$ cat config.mk
export PLATFORM = sky130hd
export DESIGN_NAME = clb_cfg_loader_flat
export DESIGN_NICKNAME = d
export VERILOG_FILES = /design/src/rtl/clb_cfg_pkg.sv /design/src/rtl/clb_cfg_loader_if.sv /design/src/rtl/clb_cfg_shreg.sv /design/src/rtl/clb_cfg_loader.sv /design/src/flat_wrapper.sv
export SDC_FILE = /design/constraint.sdc
export NUM_CORES = 1
export LEC_CHECK = 0
export CORE_UTILIZATION = 55
export CTS_CLUSTER_SIZE = 24
export DETAILED_ROUTE_END_ITERATION = 10
export DONT_BUFFER_PORTS = 1
export PLACE_DENSITY = 0.7
export SYNTH_ARGS = -nofsm -noshare
export SYNTH_HDL_FRONTEND = slang
export SYNTH_SLANG_ARGS = --single-unit
$ cat constraint.sdc
create_clock -name K -period 5.15 [get_ports K]
set_clock_uncertainty 0.2 [all_clocks]
set_input_delay 0.7725 -clock K [delete_from_list [all_inputs] [get_ports K]]
set_output_delay 0.7725 -clock K [all_outputs]
set_load 0.01 [all_outputs]
$ cat src/rtl/clb_cfg_pkg.sv
// Shared types and constants for the CLB configuration loader: FSM states,
// default frame width and power-on config, and the cfg_out field map.
package clb_cfg_pkg;

    localparam int                     CFG_W_DEF     = 37;
    localparam logic [CFG_W_DEF-1:0]   CFG_RESET_DEF = 37'h15_0008_B038;

    typedef enum logic [2:0] {
        ST_IDLE,
        ST_SHIFT,
        ST_PARITY,
        ST_COMMIT,
        ST_ERROR,
        ST_READBACK,
        ST_RB_LAST
    } state_e;

    // cfg_out field map, MSB to LSB
    localparam int MUX_SEL_W     = 2;
    localparam int MUX2_SEL_LSB  = 35;
    localparam int MUX3_SEL_LSB  = 33;
    localparam int MUX4_SEL_LSB  = 31;
    localparam int MUX5_SEL_LSB  = 29;
    localparam int MUX6_SEL_LSB  = 27;
    localparam int MEM_LSB       = 11;
    localparam int MEM_W         = 16;
    localparam int COMBOPT_LSB   = 9;
    localparam int COMBOPT_W     = 2;
    localparam int O2M_LSB       = 3;   // {1_0,2_0,3_0,1_1,2_1,3_1}
    localparam int O2M_W         = 6;
    localparam int DQMUX_LSB     = 1;   // {1,2}
    localparam int DQMUX_W       = 2;
    localparam int FLOPLATCH_BIT = 0;

endpackage

$ cat src/rtl/clb_cfg_loader_if.sv
// Serial load / readback handshake between the config chain (master) and
// one clb_cfg_loader (slave).
interface clb_cfg_loader_if;

    logic start;
    logic din;
    logic din_valid;
    logic rb_start;
    logic busy;
    logic done;
    logic err;
    logic dout;
    logic dout_valid;

    modport master (
        output start, din, din_valid, rb_start,
        input  busy, done, err, dout, dout_valid
    );

    modport slave (
        input  start, din, din_valid, rb_start,
        output busy, done, err, dout, dout_valid
    );

endinterface

$ cat src/rtl/clb_cfg_shreg.sv
// Shadow shift register with running parity of every bit shifted in;
// a parallel load seeds it (and the parity) from the live config for readback.
module clb_cfg_shreg #(
    parameter int W = 37
) (
    input  logic         clk,
    input  logic         rst,
    input  logic         clr,
    input  logic         load,
    input  logic         shift,
    input  logic         din,
    input  logic [W-1:0] load_data,
    output logic [W-1:0] q,
    output logic         par
);

    // NOTE: registers use non-blocking assignments so every flop samples
    // pre-edge values, independent of statement order.
    always_ff @(posedge clk) begin
        if (rst || clr) begin
            q   <= '0;
            par <= 1'b0;
        end else if (load) begin
            q   <= load_data;
            par <= ^load_data;
        end else if (shift) begin
            q   <= {q[W-2:0], din};
            par <= par ^ din;
        end
    end

endmodule

$ cat src/rtl/clb_cfg_loader.sv
// Serial config loader for one CLB: framed bitstream + even parity into a shadow
// register, atomic commit to cfg_out. Readback built only with CLB_CFG_READBACK_EN.
module clb_cfg_loader
    import clb_cfg_pkg::*;
#(
    parameter int               CFG_W     = CFG_W_DEF,
    parameter logic [CFG_W-1:0] CFG_RESET = CFG_RESET_DEF
) (
    input  logic              K,
    input  logic              RST,
    clb_cfg_loader_if.slave   bus,
    output logic [CFG_W-1:0]  cfg_out
);

    localparam int               CNT_W    = $clog2(CFG_W + 1);
    localparam logic [CNT_W-1:0] LAST_BIT = CNT_W'(CFG_W - 1);
    localparam logic [CNT_W-1:0] RB_BITS  = CNT_W'(CFG_W);

    state_e           state;
    logic [CNT_W-1:0] cnt;
    logic             busy_q, done_q, err_q, dout_q, dout_valid_q;

    logic             sh_clr, sh_load, sh_shift, sh_din, sh_par, rb_go;
    logic [CFG_W-1:0] sh_q;

`ifdef CLB_CFG_READBACK_EN
    assign rb_go = (state == ST_IDLE) && bus.rb_start && !bus.start;
`else
    logic unused_rb;
    assign rb_go     = 1'b0;
    assign unused_rb = bus.rb_start;
`endif

    // NOTE: every always_comb output gets a default first so no path infers a latch.
    always_comb begin
        sh_clr   = 1'b0;
        sh_load  = rb_go;
        sh_shift = 1'b0;
        sh_din   = 1'b0;
        case (state)
            ST_IDLE:     sh_clr   = bus.start;
            ST_SHIFT:    begin sh_shift = bus.din_valid; sh_din = bus.din; end
            ST_READBACK: sh_shift = (cnt != RB_BITS);
            default:     ;
        endcase
    end

    clb_cfg_shreg #(.W(CFG_W)) u_shreg (
        .clk       (K),
        .rst       (RST),
        .clr       (sh_clr),
        .load      (sh_load),
        .shift     (sh_shift),
        .din       (sh_din),
        .load_data (cfg_out),
        .q         (sh_q),
        .par       (sh_par)
    );

    always_ff @(posedge K) begin
        if (RST) begin
            state        <= ST_IDLE;
            cnt          <= '0;
            busy_q       <= 1'b0;
            done_q       <= 1'b0;
            err_q        <= 1'b0;
            dout_q       <= 1'b0;
            dout_valid_q <= 1'b0;
            cfg_out      <= CFG_RESET;
        end else begin
            done_q <= 1'b0;
            err_q  <= 1'b0;
            case (state)
                ST_IDLE: begin
                    cnt <= '0;
                    if (bus.start) begin
                        state  <= ST_SHIFT;
                        busy_q <= 1'b1;
                    end else if (rb_go) begin
                        state  <= ST_READBACK;
                        busy_q <= 1'b1;
                    end
                end
                ST_SHIFT: if (bus.din_valid) begin
                    if (cnt == LAST_BIT) begin
                        state <= ST_PARITY;
                        cnt   <= '0;
                    end else begin
                        cnt <= cnt + 1'b1;
                    end
                end
                ST_PARITY: if (bus.din_valid) begin
                    // Running parity covers the payload; adding p must give even.
                    if ((sh_par ^ bus.din) == 1'b0) begin
                        state   <= ST_COMMIT;
                        cfg_out <= sh_q;
                        done_q  <= 1'b1;
                    end else begin
                        state <= ST_ERROR;
                        err_q <= 1'b1;
                    end
                end
                ST_COMMIT, ST_ERROR: begin
                    state  <= ST_IDLE;
                    busy_q <= 1'b0;
                end
                ST_READBACK: begin
                    dout_valid_q <= 1'b1;
                    if (cnt == RB_BITS) begin
                        dout_q <= sh_par;
                        state  <= ST_RB_LAST;
                    end else begin
                        dout_q <= sh_q[CFG_W-1];
                        cnt    <= cnt + 1'b1;
                    end
                end
                ST_RB_LAST: begin
                    dout_q       <= 1'b0;
                    dout_valid_q <= 1'b0;
                    busy_q       <= 1'b0;
                    state        <= ST_IDLE;
                end
                default: state <= ST_IDLE;
            endcase
        end
    end

    assign bus.busy       = busy_q;
    assign bus.done       = done_q;
    assign bus.err        = err_q;
    assign bus.dout       = dout_q;
    assign bus.dout_valid = dout_valid_q;

endmodule

$ cat src/flat_wrapper.sv
// flat-port wrapper written by rule: the top's interface ports become plain ports
module clb_cfg_loader_flat import clb_cfg_pkg::*;
#(
    parameter int               CFG_W     = CFG_W_DEF,
    parameter logic [CFG_W-1:0] CFG_RESET = CFG_RESET_DEF
)
  (K, RST, cfg_out, bus_start, bus_din, bus_din_valid, bus_rb_start, bus_busy, bus_done, bus_err, bus_dout, bus_dout_valid);
  clb_cfg_loader_if bus_i ();
  input  logic K;
  input  logic RST;
  output logic [CFG_W-1:0] cfg_out;
  input wire logic [$bits(bus_i.start)-1:0] bus_start;
  input wire logic [$bits(bus_i.din)-1:0] bus_din;
  input wire logic [$bits(bus_i.din_valid)-1:0] bus_din_valid;
  input wire logic [$bits(bus_i.rb_start)-1:0] bus_rb_start;
  output wire logic [$bits(bus_i.busy)-1:0] bus_busy;
  output wire logic [$bits(bus_i.done)-1:0] bus_done;
  output wire logic [$bits(bus_i.err)-1:0] bus_err;
  output wire logic [$bits(bus_i.dout)-1:0] bus_dout;
  output wire logic [$bits(bus_i.dout_valid)-1:0] bus_dout_valid;
  assign bus_i.start = bus_start;
  assign bus_i.din = bus_din;
  assign bus_i.din_valid = bus_din_valid;
  assign bus_i.rb_start = bus_rb_start;
  assign bus_busy = bus_i.busy;
  assign bus_done = bus_i.done;
  assign bus_err = bus_i.err;
  assign bus_dout = bus_i.dout;
  assign bus_dout_valid = bus_i.dout_valid;
  clb_cfg_loader #(.CFG_W(CFG_W), .CFG_RESET(CFG_RESET)) u_core (.K(K), .RST(RST), .bus(bus_i), .cfg_out(cfg_out));
endmodule
## Word level (Yosys, flattened, before mapping)

Cells that the tools add are included.

| operators by class | value |
|---|---|
| add/subtract/negate cells | 1 |
| eq/ne operators | 15 |
| muxes and demuxes | 21 |
| bitwise gates (word level) | 5 |
| reductions and logical operators | 11 |

Operators with widths:

| kind | count |
|---|---|
| $mux W3 | 6 |
| $mux W6 | 3 |
| $pmux W6 S3 | 1 |
| $eq A6 B6 Y1 const B | 2 |
| $pmux W3 S4 | 1 |
| $eq A3 B3 Y1 const B | 3 |
| $ne A2 B2 Y1 const B | 4 |
| $pmux W1 S2 | 4 |
| $add A6 B1 Y6 const B | 1 |
| $eq A3 B2 Y1 const B | 2 |
| $mux W1 | 6 |
| $ne A6 B6 Y1 const B | 1 |
| $reduce_and A3 Y1 | 2 |
| $reduce_or A3 Y1 | 2 |
| $reduce_and A5 Y1 | 1 |
| $ne A2 B1 Y1 const B | 2 |
| $reduce_bool A2 Y1 | 2 |
| $eq A3 B1 Y1 const B | 1 |
| $logic_not A3 Y1 | 1 |
| $not A1 Y1 | 3 |
| $reduce_bool A3 Y1 | 1 |
| $reduce_and A2 Y1 | 1 |
| $xor A1 B1 Y1 | 2 |
| $logic_or A1 B1 Y1 | 1 |

| word-level totals | value |
|---|---|
| register bits after elaboration | 89 |
| output and inout port bits | 42 |

## Longest topological paths before layout

| depth | value |
|---|---|
| depth in word-level cells | 4 |
| depth in mapped cells | 8 |

## Modules after synthesis

Synthesis repeated with hierarchy kept, for this count alone.

| unflattened totals | value |
|---|---|
| cells, all modules | 518 |
| area total of the unflattened synthesis | 4177.8 um^2 |

By module, submodules not included:

| module | instances | cells each | area an instance (um^2) | sequential area each (um^2) |
|---|---|---|---|---|
| clb_cfg_loader | 1 | 276 | 2158.3 | 1021.0 |
| clb_cfg_shreg | 1 | 242 | 2019.4 | 760.7 |

## Least setup slack after synthesis

Ideal clock, no wire load.

| path | value |
|---|---|
| path type | input to register |
| start | input bus_din_valid |
| end | register u_core.cnt[3] |
| library setup time | 70 ps |
| arrival | 1999 ps |
| slack | 2881 ps |
| stages | 6 |
| buffers on the path | 2 |
| cell sequence | buf_4 nor3b_1 or3_1 clkbuf_2 or4_1 a21oi_1 |

| on the way | value |
|---|---|
| longest elaborated chain between the ends | 2 |

Ends and longest elaborated chain:

| element | line | text |
|---|---|---|
| start, declared | flat_wrapper.sv:14 | `input wire logic [$bits(bus_i.din_valid)-1:0] bus_din_valid;` |
| $ne A2 B2 Y1 (no line) | n/a |  |
| $reduce_and A3 Y1 (no line) | n/a |  |
| end signal, assigned | clb_cfg_loader.sv:89 | `cnt <= cnt + 1'b1;` |
| end signal, assigned | clb_cfg_loader.sv:114 | `cnt <= cnt + 1'b1;` |
| end, declared | clb_cfg_loader.sv:20 | `logic [CNT_W-1:0] cnt;` |

No other way between the ends.
A chain may end at the register's enable or synchronous reset.

## Worst setup path in the final report

| path | value |
|---|---|
| start | register u_core.state[0] |
| end | register u_core.u_shreg.q[29] |

| on the way | value |
|---|---|
| longest elaborated chain between the ends | 3 |
| elaborated cells on any way between the ends | 6 |
| classes of those cells | 2 x eq/ne; 2 x mux; 2 x reduce/logical |

Ends and longest elaborated chain:

| element | line | text |
|---|---|---|
| start, declared | clb_cfg_loader.sv:19 | `state_e state;` |
| start signal, assigned | clb_cfg_loader.sv:62 | `state <= ST_IDLE;` |
| start signal, assigned | clb_cfg_loader.sv:77 | `state <= ST_SHIFT;` |
| start signal, assigned | clb_cfg_loader.sv:80 | `state <= ST_READBACK;` |
| parallel branches: the longest is 3 deep, another holds $eq A3 B3 Y1 | n/a |  |
| end signal, assigned | clb_cfg_shreg.sv:24 | `q <= load_data;` |
| end signal, assigned | clb_cfg_shreg.sv:27 | `q <= {q[W-2:0], din};` |
| end, declared | clb_cfg_shreg.sv:13 | `output logic [W-1:0] q,` |

Parallel ways; which one is timed is not known.

==> Implementation_results.wiki <==
{| class="wikitable"
! Metric !! Value
|-
| Routability-driven placement congestion ratio || roughly 0.8
|-
| Vias in the first global route || ~2,500
|-
| Starting density of the core || 0.579
|-
| Post-CTS setup repair buffer count || 0
|-
| Minimum period implied by the final worst setup slack || 2570 ps
|-
| Core area || 5990 µm²
|-
| Clock Root Buffer || sky130_fd_sc_hd__clkbuf_8
|-
| Total of buffers placed on input and output ports || 0
|-
| Top Ports || between 40 and 50
|-
| Number of distinct library cell variants in the gate-level netlist after synthesis || 40
|-
| Total die area || 6620 µm²
|-
| H-tree depth || 3
|-
| Maximum number of pins on one net before global-route repair || 39
|-
| # nets final || roughly 430
|-
| Share of the synthesized area in the top cell type || 0.514
|-
| Leak || 1.23 nW
|-
| Slew at the pin closest to its max-slew limit || 1100 ps
|-
| Total of flip-flops plus latches after synthesis || 89
|-
| Die width || 81.4 µm
|-
| Unrepaired setup endpoints after global routing || false
|-
| Fraction of layout cells with a size suffix above 1 || 0.0541
|-
| P&R area growth vs syn || 4.98%
|-
| Total CTS buffers || 9
|-
| First-pass GRT wire length || 11.6 mm
|-
| Worst endpoint data arrival time || approximately 2600 ps
|-
| Clock edge transition at the registers on the reported setup and hold paths || approximately 90 ps
|-
| Max-capacitance violation count || 0
|-
| Ys Warns || 0
|-
| Finished Layout Cells || 500
|-
| Power Dens Cells || 337 nW/µm²
|-
| Total Neg Setup Slack || 0 ps
|-
| Net count after synthesis || roughly 450
|-
| Required @ worst endpoint || 5230 ps
|-
| Clock tree buffer depth || 2
|-
| Kind of end point of the critical path || register
|-
| Cell at the slowest stage of the critical path || sky130_fd_sc_hd__o211a_1
|-
| Final setup viols || 0
|-
| DRC violations left || 0
|-
| Vias after detailed routing || 2,791
|-
| Max-slew violations || 0
|-
| Crit Path Max Fanout || 36
|-
| GR Util All Layers || 0.229
|-
| Class of the tightest hold or removal check || register to register
|-
| Post-synthesis cell area || around 3500 µm²
|-
| # fillers || 528
|-
| Kind of critical path || register to register
|-
| Final antenna diode count || 0
|-
| Worst-path cell chain || nor2b_1 -> o211a_1 -> nand2_1 -> a21oi_1
|-
| Number of antenna violations at the first check in global routing || 0
|-
| Critical Path Start Type || register
|-
| Syn avg cell area || 7.95 µm²
|-
| Antenna violation net count after detailed routing || 0
|-
| Hold_buf cts || 0
|-
| Achievable frequency || between 300 and 400 MHz
|-
| Post-synthesis sequential area ratio || 0.514
|-
| Via count normalized by instance count || 5.58
|-
| Total clock sinks || 89
|-
| Detailed-routing iteration count for the pre-antenna-repair pass || 4
|-
| Highest cell delay on the worst timing path || 960 ps
|-
| Number of endpoints with negative hold slack in the final report || 0
|-
| Slew headroom || 0.269
|-
| Final cycle utilization of the critical path || 0.499
|-
| Status || finished clean
|-
| Category of cells accounting for the largest share of critical-path delay || compound AO/OA/AOI/OAI gates
|-
| Placed Cells || 484
|-
| Top area cells in the synthesized netlist || sky130_fd_sc_hd__dfxtp_1, sky130_fd_sc_hd__nand2_1, sky130_fd_sc_hd__a21oi_1, sky130_fd_sc_hd__nand3_1, sky130_fd_sc_hd__clkbuf_1
|-
| Reg2Reg Setup Slack || 2580 ps
|-
| Post-DP HPWL || 4.29 mm
|-
| Cell row count || 28
|-
| Cell type with the highest aggregate area in the netlist || sky130_fd_sc_hd__dfxtp_1
|-
| Gr ovfl total || 0
|-
| Max VDD drop || 0.205 mV
|-
| Total wirelength of the detailed-routed design || 6.88 mm
|-
| Overall die height || 81.4 µm
|-
| Cells after synthesis || 436
|-
| Post-CTS sizing || 0
|-
| TritonCTS clock tree || yes
|-
| Number of buffers and inverters on the critical path || 0
|-
| Per-cell routed wire length || 13.8 µm
|-
| Number of DRC violations after detailed-routing iteration 0 || 160
|-
| Clk Latency, worst-skew pair || 350 ps
|}
final timing paths:
| path | from | cells after the start | end |
|---|---|---|---|
| worst max-delay path | u_core.state[0] | 4 | u_core.u_shreg.q[29] |
| worst min-delay path | u_core.u_shreg.q[6] | 2 | u_core.cfg_out[6] |
| worst max register to register | u_core.state[0] | 4 | u_core.u_shreg.q[29] |
| worst min register to register | u_core.u_shreg.q[6] | 2 | u_core.cfg_out[6] |
worst min-delay path: cells and delay by family, from the launching register on:
| family | cells | cell delay, ps |
|---|---|---|
| and+or+nand+nor | 1 | 60 |
| DFF | 1 | 320 |
| AOI/OAI and AO/OA | 1 | 50 |
layout by cell type, fill, tap and decap left out, drive strengths merged, types with 2 or more instances in the layout:
cell	count
nand2	157
dfxtp	89
a21oi	74
nand3	19
clkbuf	12
inv	7
o21ai	6
nor3	5
nor2b	5
o31ai	4
buf	4
nor2	4
mux2i	3
nand2b	3
ha	3
and4	2
nand4	2
o211a	2
xor2	2
nor4bb	2
or4	2
clkinv	2
power by group:
part,switching (mW),internal (mW)
clock network,0.239,0.251
registers,0.00490,0.690
logic,0.0315,0.0113
cell usage after synthesis:
cell type and number:
sky130_fd_sc_hd__a2111oi_0 1, sky130_fd_sc_hd__a211oi_1 1, sky130_fd_sc_hd__a21o_1 1, sky130_fd_sc_hd__a21oi_1 74
sky130_fd_sc_hd__a221oi_1 1, sky130_fd_sc_hd__and2_1 1, sky130_fd_sc_hd__and4_1 2, sky130_fd_sc_hd__buf_2 8
sky130_fd_sc_hd__buf_4 6, sky130_fd_sc_hd__buf_6 1, sky130_fd_sc_hd__clkbuf_1 15, sky130_fd_sc_hd__clkbuf_2 1
sky130_fd_sc_hd__dfxtp_1 89, sky130_fd_sc_hd__ha_1 3, sky130_fd_sc_hd__inv_1 7, sky130_fd_sc_hd__mux2i_1 3
sky130_fd_sc_hd__nand2_1 157, sky130_fd_sc_hd__nand2b_1 3, sky130_fd_sc_hd__nand3_1 19, sky130_fd_sc_hd__nand4_1 2
sky130_fd_sc_hd__nand4b_1 1, sky130_fd_sc_hd__nand4bb_1 1, sky130_fd_sc_hd__nor2_1 3, sky130_fd_sc_hd__nor2_2 1
sky130_fd_sc_hd__nor2b_1 4, sky130_fd_sc_hd__nor2b_4 1, sky130_fd_sc_hd__nor3_1 5, sky130_fd_sc_hd__nor3b_1 1
sky130_fd_sc_hd__nor4b_1 1, sky130_fd_sc_hd__nor4bb_1 2, sky130_fd_sc_hd__o211a_1 2, sky130_fd_sc_hd__o211ai_2 1
sky130_fd_sc_hd__o21ai_0 6, sky130_fd_sc_hd__o22ai_1 1, sky130_fd_sc_hd__o31ai_1 4, sky130_fd_sc_hd__or2_2 1
sky130_fd_sc_hd__or3_1 1, sky130_fd_sc_hd__or4_1 2, sky130_fd_sc_hd__xnor2_1 1, sky130_fd_sc_hd__xor2_1 2
flip-flops by register name, indices dropped and copies added, names as in the netlist:
| signal | flops |
|---|---|
| u_core.bus.dout | 1 |
| u_core.state | 3 |
| u_core.cfg_out | 37 |
| u_core.bus.done | 1 |
| u_core.cnt | 6 |
| u_core.bus.err | 1 |
| u_core.u_shreg.q | 37 |
| u_core.bus.dout_valid | 1 |
| u_core.bus.busy | 1 |
| u_core.u_shreg.par | 1 |
per-layer routing:
metal,vias to the layer above,track usage,routed length [µm]
met4,0,0.121,129
met2,58,0.378,3330
met3,14,0.0506,296
li1,1407,-,-
met1,1312,0.276,3120
met5,-,0,0
area by class of cell:
type	instances	area (µm²)	area share
well taps	75	93.8	0.0258
flip-flops and latches	89	1780	0.490
clock buffers	12	155	0.0426
clock inverters	4	51.3	0.0141
repair buffers	4	30.0	0.00825
inverters	7	26.3	0.00722
multi-input cells	309	1500	0.412
metrics by stage:
step           cell area (µm²)  total power, mW  setup WS (ps)  utilization  hold slack (ps)
2_1_floorplan             3470            0.752           2880            -              245
3_3_place_gp              3430            0.753           2630        0.573              252
3_5_place_dp              3430            0.754           2620        0.573              257
4_1_cts                   3640             1.23           2600        0.607              264
5_1_grt                   3640             1.27           2340        0.607              256
6_report                  3640             1.23           2580        0.607              266
cell families after synthesis:
group | Yosys count | synth area share
AOI/OAI and AO/OA | 92 | 0.145
xor gates and xnor gates | 3 | 0.00758
adders and majority gates | 3 | 0.0108
buffers and inverters | 38 | 0.0531
DFF | 89 | 0.514
muxes | 3 | 0.00866
and+or+nand+nor | 208 | 0.261
Power figures use the tool's default switching activity.
